--- src/rtl/regfile_write_arbiter.sv ---
// Round-robin arbiter for the register file's write port (ALU vs load writeback),
// with a per-register pending-write scoreboard used for read-hazard checks.
module regfile_sb_cell (
    input  logic clk,
    input  logic rst,
    input  logic set,
    input  logic clr,
    output logic q
);
    // A new reservation beats a same-edge commit to the same register.
    always_ff @(posedge clk or posedge rst) begin
        if (rst)      q <= 1'b0;
        else if (set) q <= 1'b1;
        else if (clr) q <= 1'b0;
    end
endmodule

module regfile_write_arbiter #(
    parameter int DATA_W = 32,
    parameter int ADDR_W = 4
) (
    input  logic                   clk,
    input  logic                   rst,
    input  logic                   req0_valid,
    input  logic [ADDR_W-1:0]      req0_addr,
    input  logic [DATA_W-1:0]      req0_data,
    output logic                   req0_ready,
    input  logic                   req1_valid,
    input  logic [ADDR_W-1:0]      req1_addr,
    input  logic [DATA_W-1:0]      req1_data,
    output logic                   req1_ready,
    input  logic                   alloc_valid,
    input  logic [ADDR_W-1:0]      alloc_addr,
    output logic                   alloc_err,
    input  logic [ADDR_W-1:0]      chk_a1,
    input  logic [ADDR_W-1:0]      chk_a2,
    output logic                   hz1,
    output logic                   hz2,
    output logic                   rf_we,
    output logic [ADDR_W-1:0]      rf_waddr,
    output logic [DATA_W-1:0]      rf_wdata,
    output logic [(2**ADDR_W)-1:0] busy
);
    localparam int NREG = 2**ADDR_W;

    typedef struct packed {
        logic [ADDR_W-1:0] addr;
        logic [DATA_W-1:0] data;
    } wr_t;

    wr_t  r0, r1;
    logic rr;  // 0: req0 wins a tie, 1: req1 wins a tie
    logic gnt0, gnt1;

    assign r0 = '{addr: req0_addr, data: req0_data};
    assign r1 = '{addr: req1_addr, data: req1_data};

    assign gnt0 = !rst && req0_valid && (!req1_valid || !rr);
    assign gnt1 = !rst && req1_valid && (!req0_valid ||  rr);

    assign req0_ready = gnt0;
    assign req1_ready = gnt1;

    always_ff @(posedge clk or posedge rst) begin
        if (rst) begin
            rr        <= 1'b0;
            rf_we     <= 1'b0;
            rf_waddr  <= '0;
            rf_wdata  <= '0;
            alloc_err <= 1'b0;
        end else begin
            if (req0_valid && req1_valid) rr <= ~rr;
            rf_we <= gnt0 | gnt1;
            if (gnt0) begin
                rf_waddr <= r0.addr;
                rf_wdata <= r0.data;
            end else if (gnt1) begin
                rf_waddr <= r1.addr;
                rf_wdata <= r1.data;
            end
            alloc_err <= alloc_valid && busy[alloc_addr];
        end
    end

    // Scoreboard: set on reservation, clear on the commit edge of the write.
    logic [NREG-1:0] set_vec, clr_vec;

    always_comb begin
        set_vec = '0;
        clr_vec = '0;
        if (alloc_valid) set_vec[alloc_addr] = 1'b1;
        if (rf_we)       clr_vec[rf_waddr]   = 1'b1;
    end

    for (genvar i = 0; i < NREG; i++) begin : g_sb
        regfile_sb_cell u_cell (
            .clk (clk),
            .rst (rst),
            .set (set_vec[i]),
            .clr (clr_vec[i]),
            .q   (busy[i])
        );
    end

    assign hz1 = busy[chk_a1];
    assign hz2 = busy[chk_a2];
endmodule

--- config.mk ---
export PLATFORM = sky130hd
export DESIGN_NAME = regfile_write_arbiter
export DESIGN_NICKNAME = d
export VERILOG_FILES = /design/src/rtl/regfile_write_arbiter.sv
export SDC_FILE = /design/constraint.sdc
export NUM_CORES = 1
export LEC_CHECK = 0
export BUFFER_PORTS_ARGS = -buffer_cell sky130_fd_sc_hd__buf_2
export CORE_UTILIZATION = 45
export CTS_CLUSTER_SIZE = 25
export DETAILED_ROUTE_END_ITERATION = 10
export PLACE_DENSITY = 0.89
export SLEW_MARGIN = 15
export SYNTH_ARGS = -nofsm -noshare
export SYNTH_HDL_FRONTEND = slang
export SYNTH_SLANG_ARGS = --single-unit
--- constraint.sdc ---
create_clock -name clk -period 5 [get_ports clk]
set_input_delay 0.5 -clock clk [delete_from_list [all_inputs] [get_ports clk]]
set_output_delay 0.5 -clock clk [all_outputs]
set_load 0.1 [all_outputs]
# --- Word level (Yosys, flattened, before mapping) ---
# Cells that the tools add are included.
word_totals:
  regBits: 55
  latch_bits: 0
  mem_bits_rw: 0
  rom_bits: 0
  inputBits: 89
  output_inout_bits: 58
  wordCells: 108
  mem_count: 0
op_classes:
  addsub: 0
  mul: 0
  div: 0
  n_lt_le_gt_ge: 6
  n_eq_ne: 0
  shift: 0
  mux: 48
  bitwise: 2
  reduce_logical: 31
ops:
  columns: ["operator", "count"]
  rows:
  - ["$mux W32", 2]
  - ["$mux W1", 37]
  - ["$reduce_bool A2 Y1", 17]
  - ["$mux W16", 2]
  - ["$lt A4 B5 Y1 const B", 4]
  - ["$bmux W1 S4", 3]
  - ["$demux W1 S4", 2]
  - ["$ge A4 B1 Y1 const B", 2]
  - ["$logic_and A1 B1 Y1", 8]
  - ["$mux W4", 2]
  - ["$logic_not A1 Y1", 4]
  - ["$logic_or A1 B1 Y1", 2]
  - ["$not A1 Y1", 1]
  - ["$or A1 B1 Y1", 1]

# --- Logic depth before layout (Yosys ltp) ---
depth:
  word_depth: 7
  mapped_depth: 7
  mapped_depth_nobuf: 4

# --- By module ---
# From an unflattened synthesis, not the netlist that was laid out.
hier_totals:
  hier_cells: 310
  hier_area_um2: 3072.9
modules_own_cells:
  columns: ["module", "instances", "cells_per_inst", "area_per_inst_um2", "seq_area_each_um2"]
  rows:
  - ["regfile_write_arbiter", 1, 246, 2432.3, 975.9]
  - ["regfile_sb_cell", 16, 4, 40.0, 25.0]

# --- Worst setup path after synthesis ---
# Ideal clock, no wire load.
synth_path:
  kind: "input port to output port"
  from: "input port rst"
  to: "output port req0_ready"
  arrival_time_ps: 3282
  required_time_ps: 4500
  slack_ps: 1218
  stages: 4
  n_path_buf: 2
  cell_sequence: "inv_1 and3_1 clkbuf_1 clkbuf_1"
synth_between:
  elab_chain_cells: 3
synth_rtl:
  columns: ["item", "line_no", "rtl"]
  rows:
  - ["from (decl)", "23", "input logic rst,"]
  - ["$logic_not A1 Y1 (no source line)", null, null]
  - ["$logic_and A1 B1 Y1 (2 in series)", "58", "assign gnt0 = !rst && req0_valid && (!req1_valid || !rr);"]
  - ["to (decl)", "27", "output logic req0_ready,"]
# No other way between the ends.

# --- Worst setup path after layout ---
layout_path:
  from: "register g_sb[13].u_cell.q"
  to: "output port hz1"
layout_between:
  elab_chain_cells: 2
layout_rtl:
  columns: ["item", "line_no", "rtl"]
  rows:
  - ["from (decl)", "8", "output logic q"]
  - ["from (signal assigned)", "12", "if (rst) q <= 1'b0;"]
  - ["from (signal assigned)", "13", "else if (set) q <= 1'b1;"]
  - ["from (signal assigned)", "14", "else if (clr) q <= 1'b0;"]
  - ["$bmux W1 S4", "105", "assign hz1 = busy[chk_a1];"]
  - ["$mux W1 (not written as such)", "105", null]
  - ["to (decl)", "37", "output logic hz1,"]
# No other way between the ends. The select of a mux whose other input is x is not followed.

==> impl_metrics.py <==
metrics = {
    "final_layout": {
        "drive_gt1_frac": 0.413,
        "nNetsFinal": 494,
        "antenna-diode-count": 0,
        "layout.core_utilization": 0.580,
        "area_delta_synth_final_pct": 23.8,
    },
    "clock_tree": {
        "root_buffer": "sky130_fd_sc_hd__clkbuf_8",
        "max-clock-path-buffers": 2,
        "cells_resized_by_post_cts_repair": 0,
        "clkSlewWorstSetupHoldPaths_ns": 0.09,
        "clock_latency_ns": 0.30,
        "post-cts-setup-buffers": 0,
        "clock_tree.htree_level_count": 2,
        "cts-hold-fix-buffers": 0,
        "cts_tree": "done",
        "numClockSinks": 55,
        "cts_inserted_buffers": 5,
    },
    "setup_path": {
        "critical_path_fanout_max": 5,
        "crit_family": "multiplexers",
        "crit_path_max_delay_cell_type": "sky130_fd_sc_hd__mux4_1",
        "reg2reg_to": "rf_wdata[19]$_DFFE_PP0P_",
        "crit_required_ns": 4.50,
        "worst-r2r-setup-slack_ns": 3.33,
        "critPathBufInv": 1,
        "arrival_ns": 2.10,
        "crit-reg2reg-launch": "rr$_DFFE_PP0P_",
        "timing.critical_path.slowest_cell_delay_ns": 0.57,
        "timing.reg2reg.worst_path_depth": 5,
        "worst_setup_path_start_kind": "flop",
        "setup.worst_path.class": "flop to output pin",
        "path_cells": "mux4_1, mux4_2, buf_2",
        "cp-end-kind": "output pin",
    },
    "logic_synthesis": {
        "synth_cell_types": 31,
        "most_common_library_cells_after_synthesis": "sky130_fd_sc_hd__o21ai_0, sky130_fd_sc_hd__dfrtp_1, sky130_fd_sc_hd__nand2_1",
        "syn-instance-count": 281,
        "top_cells_by_area_in_the_synthesized_netlist": "sky130_fd_sc_hd__dfrtp_1, sky130_fd_sc_hd__mux2i_1, sky130_fd_sc_hd__o21ai_0, sky130_fd_sc_hd__mux4_1, sky130_fd_sc_hd__nand2_1",
        "synthArstFlopShare": 1.00,
        "syn_area_per_cell_um2": 10.6,
        "syn_nets": 370,
        "synth_top_area_cell": "sky130_fd_sc_hd__dfrtp_1",
        "post_synth_instance_area_um2": 2990,
        "count_of_synthesis_stage_warnings_from_yosys": 0,
        "yosysTopAreaCellShare": 0.460,
        "synth_enable_flop_cells": 0,
        "synth.yosys.seq_area_share": 0.460,
        "synth_seq_cells": 55,
        "yosys.cell_count.top_type": "sky130_fd_sc_hd__o21ai_0",
        "synth_flop_cell": "sky130_fd_sc_hd__dfrtp_1",
    },
    "global_route": {
        "globalRoute.totalOverflow": 0,
        "grtUsageTotal": 0.211,
        "grt_pass1_wl_um": 11900,
        "pin_count_of_the_biggest_net_entering_global_routing": 74,
        "grt_pass1_vias": 2480,
        "antenna_violations_before_repair": 0,
    },
    "sta": {
        "slew_headroom": 0.542,
        "setup_viol": 0,
        "rsz0062_at_grt": "false",
        "finalHoldWorstSlack_ns": 0.376,
        "setup_total_negative_slack_ns": 0,
        "min_period_over_period": 0.520,
        "finalClockSkew_ns": 0.00791,
        "max_freq_mhz": 384,
        "slew_viol_final": 0,
        "final.min_clock_period_ns": 2.60,
        "worst_slew_pin_slew_ns": 0.688,
        "final-hold-violation-count": 0,
    },
    "drt": {
        "final_antenna_net_count": 0,
        "drt-total-wl_um": 7330,
        "initialDrtViolationCount": 136,
        "drc": 0,
        "viasPerCell": 5.35,
        "via_total_after_detailed_routing": 2572,
        "firstDrtPassIters": 4,
        "detail_route.wl_per_cell_um": 15.2,
    },
    "min_path": {
        "worstHoldPathType": "input port to asynchronous set/reset pin",
    },
    "run_status": {
        "outcome": "finished clean",
    },
    "floorplanning": {
        "placeableCoreArea_um2": 6390,
        "ios": 147,
        "rows": 29,
        "die_width_um": 83.5,
        "die_area_um2": 6980,
        "floorplan.initialDensity": 0.468,
        "dieHeight_um": 83.5,
    },
    "placed_design": {
        "globalplace.congestion": 0.836,
        "port_buffers": 146,
        "hpwlAfterDp_um": 5550,
    },
    "flow_run": {
        "max-cap-violations": 0,
    },
}
[stage by stage]
stage / worst slack (ns) / instances / cell area [um^2]
after global routing: 2.34 / 481 / 3700
after CTS: 2.38 / 481 / 3700
after floorplan: 1.22 / 281 / 2990
final: 2.40 / 481 / 3700
after global placement: 2.48 / 475 / 3630
after detailed placement: 2.38 / 475 / 3630
[tightest hold or removal path: cells and delay by family]
kind     cells  cell delay (ns)
buf+inv      3             0.67
[cell families (layout without fill, tap and decap cells)]
group           count (synthesis)  in the layout  synth area share
compound gates                 70             70             0.122
xor+xnor                        1              1           0.00293
buf+inv                        34            157            0.0741
flops                          55             55             0.460
mux                            51             51             0.232
simple gates                   70             70             0.109
[area by class of cell]
| type | instances | area [um^2] |
|---|---|---|
| Fill cell | 553 | 2690 |
| Multi-Input combinational cell | 192 | 1400 |
| Sequential cell | 55 | 1380 |
| Timing Repair Buffer | 149 | 753 |
| Tap cell | 77 | 96.3 |
| Clock buffer | 6 | 72.6 |
| Inverter | 2 | 7.51 |
[cells in the final DEF, fill, tap and decap left out, drive strengths merged]
cell     Yosys  final
o31ai        1      1
nor2b        1      1
nor2         3      3
a41o         1      1
or3b         2      2
dfrtp       55     55
a31oi        1      1
nand3b       4      4
nand3        3      3
mux2i       37     37
nand2b       5      5
mux4        12     12
xnor2        1      1
and3         2      2
buf         23    149
or2          3      3
inv          2      2
mux2         2      2
or3          1      1
nand2       45     45
nor4b        1      1
o21ai       65     65
a2111oi      1      1
clkbuf       9      6
o22ai        1      1
[registers in the layout, indices dropped and copies added, names as in the netlist]
register and cells:
rf_waddr 4, rf_wdata 32, g_sb.u_cell.q 16, rf_we 1
alloc_err 1, rr 1
[routing by layer]
metal	up-vias	track usage	wire length, um
met5	-	0	0
met4	0	0.0524	72
met3	8	0.0475	481
met2	127	0.370	3750
met1	1201	0.267	3030
li1	1236	-	-
[worst max-delay path by stage]
stage	from	cells past startpoint	end	slack (ns)
2_1_floorplan	rst	4	req0_ready	1.22
3_3_place_gp	rst	7	rf_wdata[25]$_DFFE_PP0P_	2.48
3_5_place_dp	rst	7	rf_wdata[19]$_DFFE_PP0P_	2.38
4_1_cts	g_sb[13].u_cell.q$_DFFE_PP0P_	3	hz1	2.38
5_1_grt	g_sb[13].u_cell.q$_DFFE_PP0P_	3	hz1	2.34
6_report	g_sb[13].u_cell.q$_DFFE_PP0P_	3	hz1	2.40
Power is not shown: default switching activity piles up to over one toggle a cycle in this logic, so the estimate is an artifact.
